--- src/rtl/uart_tx_feeder.sv ---
// uart_tx_feeder: byte FIFO that launches queued bytes into a UART transmitter one handshake at a time.
module uart_tx_feeder #(
  parameter int DEPTH = 16
) (
  input  logic                     clk,
  input  logic                     rst,
  input  logic                     wr_en,
  input  logic [7:0]               wr_data,
  input  logic                     flush,
  input  logic                     tx_active,
  input  logic                     tx_done,
  output logic                     full,
  output logic                     empty,
  output logic [$clog2(DEPTH):0]   level,
  output logic                     overflow,
  output logic                     tx_start,
  output logic [7:0]               tx_data,
  output logic                     busy
);
  localparam int AW = $clog2(DEPTH);
  typedef enum logic [2:0] {S_IDLE, S_LAUNCH, S_WAIT_ACT, S_WAIT_DONE, S_GAP} state_t;
  state_t          r_state, w_next;
  logic [7:0]      r_mem [DEPTH];
  logic [AW-1:0]   r_wr_ptr, r_rd_ptr;
  logic [AW:0]     r_level;
  logic            r_overflow;
  logic [7:0]      r_tx_data;
  logic [1:0]      r_act_cnt;
  logic            w_pop, w_push, w_drop, w_launch;
  assign full     = r_level == (AW+1)'(DEPTH);
  assign empty    = r_level == '0;
  assign level    = r_level;
  assign overflow = r_overflow;
  assign tx_data  = r_tx_data;
  assign busy     = r_state != S_IDLE;
  // a flush landing between the launch decision and S_LAUNCH leaves nothing to pop, so the launch is abandoned
  assign w_pop    = r_state == S_LAUNCH && !empty;
  assign tx_start = w_pop;
  assign w_push   = wr_en && !flush && (!full || w_pop);
  assign w_drop   = wr_en && full && !w_pop;
  assign w_launch = r_state == S_IDLE && !empty && !tx_active && !tx_done;
  always_comb begin
    w_next = r_state;
    case (r_state)
      S_IDLE:      w_next = w_launch ? S_LAUNCH : S_IDLE;
      S_LAUNCH:    w_next = w_pop ? S_WAIT_ACT : S_IDLE;
      S_WAIT_ACT:  w_next = (tx_active || r_act_cnt == 2'd3) ? S_WAIT_DONE : S_WAIT_ACT;
      S_WAIT_DONE: w_next = tx_done ? S_GAP : S_WAIT_DONE;
      S_GAP:       w_next = (!tx_done && !tx_active) ? S_IDLE : S_GAP;
      default:     w_next = S_IDLE;
    endcase
  end
  always_ff @(posedge clk)
    if (!rst && w_push) r_mem[r_wr_ptr] <= wr_data;
  always_ff @(posedge clk) begin
    if (rst) begin
      r_state    <= S_IDLE;
      r_act_cnt  <= '0;
      r_wr_ptr   <= '0;
      r_rd_ptr   <= '0;
      r_level    <= '0;
      r_overflow <= 1'b0;
      r_tx_data  <= 8'h00;
    end else begin
      r_state   <= w_next;
      r_act_cnt <= r_state == S_WAIT_ACT ? r_act_cnt + 2'd1 : 2'd0;
      if (w_drop) r_overflow <= 1'b1;
      if (w_launch) r_tx_data <= r_mem[r_rd_ptr];
      if (flush) begin
        r_rd_ptr <= r_wr_ptr;
        r_level  <= '0;
      end else begin
        if (w_push) r_wr_ptr <= r_wr_ptr + AW'(1);
        if (w_pop) r_rd_ptr <= r_rd_ptr + AW'(1);
        r_level <= r_level + (AW+1)'(w_push) - (AW+1)'(w_pop);
      end
    end
  end
endmodule

--- config.mk ---
export PLATFORM = sky130hd
export DESIGN_NAME = uart_tx_feeder
export DESIGN_NICKNAME = d
export VERILOG_FILES = /design/src/rtl/uart_tx_feeder.sv
export SDC_FILE = /design/constraint.sdc
export NUM_CORES = 1
export LEC_CHECK = 0
export CAP_MARGIN = 20
export CORE_MARGIN = 1.5
export CORE_UTILIZATION = 54
export CTS_CLUSTER_SIZE = 14
export DETAILED_ROUTE_END_ITERATION = 7
export HOLD_SLACK_MARGIN = 0.06
export PLACE_DENSITY = 0.75
export SKIP_CTS_REPAIR_TIMING = 1
export SLEW_MARGIN = 20
export SYNTH_ARGS = -nofsm -noshare
export SYNTH_HDL_FRONTEND = slang
export SYNTH_SLANG_ARGS = --single-unit
--- constraint.sdc ---
create_clock -name clk -period 2.4 [get_ports clk]
set_input_delay 0.24 -clock clk [delete_from_list [all_inputs] [get_ports clk]]
set_output_delay 0.24 -clock clk [all_outputs]
set_load 0.02 [all_outputs]
== Yosys cells after proc, flatten, opt, wreduce, memory -nomap -nowiden ==
Memory sizes are Yosys's and may differ from the RTL's. A register that Yosys moved wholly into a read port is not among the register bits.
Index checks and enable logic that the tools add are counted.
Operators by class
  add/sub/neg operators: 5
  equal/unequal tests: 6
  muxes and demuxes: 10
  bitwise gates (word level): 2
  reductions and logical operators: 26
Operators by type and width (number)
  one-hot mux 3 bit (5 select lines): 1
  logical AND 1 bit: 10
  adder 4 x 1 -> 4 bit (second input constant): 2
  2-to-1 mux 4 bit: 2
  logical NOT 1 bit: 7
  equality test 3 x 2 -> 1 bit (second input constant): 2
  2-to-1 mux 3 bit: 2
  adder 5 x 1 -> 5 bit: 1
  equality test 5 bit (second input constant): 1
  logical NOT 5 bit: 1
  subtractor 5 x 1 -> 5 bit: 1
  2-to-1 mux 1 bit: 4
  OR reduction 2 bit: 2
  equality test 3 x 1 -> 1 bit (second input constant): 1
  equality test 3 bit (second input constant): 1
  logical NOT 3 bit: 1
  nonzero test 3 bit: 1
  adder 2 x 1 -> 2 bit (second input constant): 1
  equality test 2 bit (second input constant): 1
  logical OR 1 bit: 2
  2-to-1 mux 2 bit: 1
  inverter 1 bit: 2
  AND reduction 2 bit: 1
  nonzero test 2 bit: 1
Storage, ports and cells
  register bits after elaboration: 19
  memory bits (writable): 128
  output and inout bits: 18
  memories kept: 1
Memory list
  r_mem: words 16, width 8, read ports 1, clocked after Yosys merged registers in 1, wr ports 1, RTL line 23  | logic [7:0] r_mem [DEPTH];

== Longest topological paths before layout ==
Gate-level depths: netlist of run 1.
  depth after elaboration: 8
  depth in mapped cells: 13

== Worst setup path before layout of run 1 ==
Ideal clock, no wire load.
  path kind: register -> register
  from: register r_level[3] (netlist: level[3])
  to: register r_level[4] (netlist: level[4])
  library setup time: 0.096 ns
  arrival: 2.587 ns
  path slack: -0.283 ns
  stages on the path, launching flop included: 13
  path buffers: 0
  path through: dfxtp_1 inv_1 ha_1 nor4b_4 nor2_4 o21ai_0 ha_1 inv_1 fa_1 nor2b_1 o21bai_1 nand3_1 nor4b_1
On the way
  cells in the longest elaborated chain, start to end: 7
  elaborated cells between the ends (all ways): 9
  classes of those cells: add/sub: 2; eq/ne: 1; reduce/logical: 6
Ends and longest elaborated chain
  start, declared: RTL line 25  | logic [AW:0] r_level;
  start signal, assigned: RTL line 75  | r_level <= r_level + (AW+1)'(w_push) - (AW+1)'(w_pop);
  logical NOT 5 bit (*): RTL line 31  | assign empty = r_level == '0;
  named net empty: RTL line 13  | output logic empty,
  logical NOT 1 bit (*): RTL line 37  | assign w_pop = r_state == S_LAUNCH && !empty;
  logical AND 1 bit (*): RTL line 37
  named net tx_start: RTL line 16  | output logic tx_start,
  logical OR 1 bit: RTL line 39  | assign w_push = wr_en && !flush && (!full || w_pop);
  logical AND 1 bit: RTL line 39
  adder 5 x 1 -> 5 bit: RTL line 75
  subtractor 5 x 1 -> 5 bit (*): RTL line 75
The timed path passes the listed nets; every way through them passes the cells marked *.
A chain may end at the register's enable or synchronous reset.

== Worst setup path after layout of run 1 ==
  from: register r_level[2] (netlist: level[2])
  to: register r_level[4] (netlist: level[4])
On the way
  cells in the longest elaborated chain, start to end: 7
  elaborated cells between the ends (all ways): 9
  classes of those cells: add/sub: 2; eq/ne: 1; reduce/logical: 6
Ends and longest elaborated chain (RTL line)
  logical NOT 5 bit: 31
  logical NOT 1 bit: 37
  logical AND 1 bit: 37
  logical OR 1 bit: 39
  logical AND 1 bit: 39
  adder 5 x 1 -> 5 bit: 75
  subtractor 5 x 1 -> 5 bit (*): 75
Mark *: on every way between the ends. The rest lies on a longest branch, timed or not.

==> run metrics, run 1 <==
status=finished clean; Final HPWL DP=8.110 mm; die width=110.9 um; vias in the first global route=3726; WP data required=2.70 ns; minimum clock period=2.318 ns; Clock Tree Buf Depth=2; synth top area cells=edfxtp_1 61%, dfxtp_1 8.6%, mux4_2 5.7%; CP arrival=2.62 ns; Via density=5.974; slowest cell delay on critical path=0.38 ns; Avg Synthesized Cell Area=16.09 sq um; Synth top area share=61.09%; Design Area, Final=7561 sq um; GRT Residual Overflow=0; Slew Limit Fails=0; clk sinks=155; Seq. cell area=4393 sq um; Post-DP Area=6959 sq um; worst-path maximum fanout=3; flops & latches, synth=155; full die area=12310 sq um; Post-Syn Instances=391; final setup fails=0; fin util=66.50%; largest area contributor in the netlist=edfxtp_1; Clock Root Buffer=clkbuf_16; Crit-path slowest cell=fa_2; multi-input combinational cell area=1798 sq um; leakage power=2.477 nW; pin count of the biggest net entering global routing=35; Synth async-reset ratio=0%; CTS buffer count=17; row cnt=39; EDFF count, synth=128; post-synthesis sequential area ratio=69.68%; startpoint types=flop; CP Class=flop to flop; worst-margin pin slew=0.6865 ns; syn nets=417; CP most frequent cell=inv_2; DRT Pass-1 Iters=5; Max Cap Viol=0; RSZ-0062 raised after global routing=true; Yosys cell types=53; number of I/O port buffers=31; CP Capture Type=flop; H-tree levels=4; Starting Density=55.34%; post-route clock period utilization=96.59%; crit path cell chain=inv_4 > ha_4 > and4bb_2 > a21oi_4 > inv_2 > o21ai_2 > ha_2 > inv_2 > fa_2 > nor2b_2 > o21bai_1 > a21oi_1 > nor4b_2; Max-slew headroom=54.09%; final worst-path setup slack=0.08193 ns; most frequent cell after synthesis=edfxtp_1; clock skew=0.007807 ns; Post-synth top cells=128 x edfxtp_1, 42 x nor2_1, 33 x mux2i_1; area of the mapped netlist=6292 sq um; drt initial violations=331; detailed-route DRC error count=0; first-pass GRT wire length=20.20 mm; die height=110.9 um; final-stage net count=483; gpl congestion=0.7945; DR vias=3662; Peak VDD IR=472.6 uV; Crit path max-delay family=adder cells; Total GRT Usage=22.40%; initial antenna violation count=0; final WL=12.99 mm; io pins=32; Routed WL per cell=21.20 um; Antenna Cells=0; CTS tree=done; Overall Power=5.673 mW; Fillers=774; prevailing post-synth register cell=edfxtp_1; WP buf/inv=3; Placement Setup Slack=-0.01837 ns; clk_lat worst skew=0.42 ns; core area=11370 sq um; post-route ant nets=0; worst hold slack=0.4278 ns; Worst-path clk slew=0.06 ns; Hold Crit Class=flop to flop; pwr dens=750.3 nW/um^2; share of layout cells above drive strength 1=22.13%; area added between synthesis and finish=20.16%; fmax=431.4 MHz; final hold violation count=0; synth warn=0
[layer usage]
metal,wire (um),GRT usage [%]
met5,0,0
met4,265,9.487
met3,974,4.702
met2,6465,36.21
met1,5290,29.76
[final timing paths]
| check | startpoint | slack, ns | cells after the start | to |
|---|---|---|---|---|
| worst max-delay path | level[2] | 0.08 | 13 | level[4] |
| worst min-delay path | r_act_cnt[0] | 0.43 | 1 | r_act_cnt[0] |
| worst max register to register | level[2] | 0.08 | 13 | level[4] |
| worst min register to register | r_act_cnt[0] | 0.43 | 1 | r_act_cnt[0] |
[cell type report]
type / instances / share of cell area (%)
repair buffers: 67 / 8.009
inverters: 12 / 0.6619
clock inverters: 14 / 1.407
clock buffers: 18 / 5.676
well taps: 143 / 2.366
flip-flops and latches: 155 / 58.10
multi-input cells: 204 / 23.78
[cells by family after synthesis]
family | after synthesis | synth area share (%)
AOI/OAI and AO/OA | 53 | 6.303
xor gates and xnor gates | 6 | 0.8351
adders and majority gates | 12 | 2.505
buffers and inverters | 32 | 2.306
DFF | 155 | 69.68
muxes | 50 | 11.16
and+or+nand+nor | 83 | 7.219
[metrics by stage]
| step | std cells | TNS (ns) |
|---|---|---|
| after floorplan | 391 | -0.1375 |
| after global placement | 576 | 0 |
| after detailed placement | 576 | -0.01837 |
| after CTS | 608 | 0 |
| after global routing | 613 | -0.03798 |
| final | 613 | 0 |
[state kept, by name, indices dropped and copies added (netlist names)]
register and count:
r_act_cnt 2, r_rd_ptr 4, r_mem 128, level 5, tx_data 8, overflow 1
r_state 3, r_wr_ptr 4
[where the power goes]
group | switching, mW | internal, mW | leakage (nW) | total, mW
Sequential | 0.0195 | 2.93 | 1.37 | 2.95
Clock | 0.999 | 1.40 | 0.258 | 2.40
Combinational | 0.187 | 0.137 | 0.847 | 0.324
[cell usage in the layout, fill, tap and decap left out, types with 2 or more instances in the layout]
| cell type | n |
|---|---|
| edfxtp_1 | 128 |
| nor2_1 | 42 |
| buf_4 | 34 |
| mux2i_1 | 33 |
| clkdlybuf4s50_1 | 31 |
| dfxtp_1 | 24 |
| clkbuf_16 | 17 |
| mux4_2 | 16 |
| o22ai_1 | 16 |
| nand2_1 | 9 |
| a22oi_1 | 9 |
| ha_1 | 9 |
| inv_1 | 8 |
| a311oi_1 | 7 |
| xnor2_1 | 5 |
| clkinv_2 | 5 |
| nor2b_1 | 4 |
| nor3_1 | 4 |
| a21oi_1 | 4 |
| nand3_1 | 3 |
| clkinvlp_4 | 3 |
| clkinv_1 | 3 |
| inv_2 | 2 |
| inv_4 | 2 |
| a311oi_2 | 2 |
| o21bai_1 | 2 |
| o21ai_0 | 2 |
| a211oi_1 | 2 |
| a21o_1 | 2 |
| clkinv_4 | 2 |
| dfxtp_4 | 2 |
| buf_12 | 2 |
No activity file was read; power rests on OpenSTA's default activity.
==> run 2: changes to the inputs <==
--- a/config.mk
+++ b/config.mk
@@ -12,8 +12,10 @@
 export DETAILED_ROUTE_END_ITERATION = 7
 export HOLD_SLACK_MARGIN = 0.06
 export PLACE_DENSITY = 0.75
+export SETUP_SLACK_MARGIN = 0.02
 export SKIP_CTS_REPAIR_TIMING = 1
 export SLEW_MARGIN = 20
 export SYNTH_ARGS = -nofsm -noshare
 export SYNTH_HDL_FRONTEND = slang
 export SYNTH_SLANG_ARGS = --single-unit
+export TNS_END_PERCENT = 50
==> results of run 2 <==
Same layout as run 1: the final DEF is identical, and so are final timing and power.
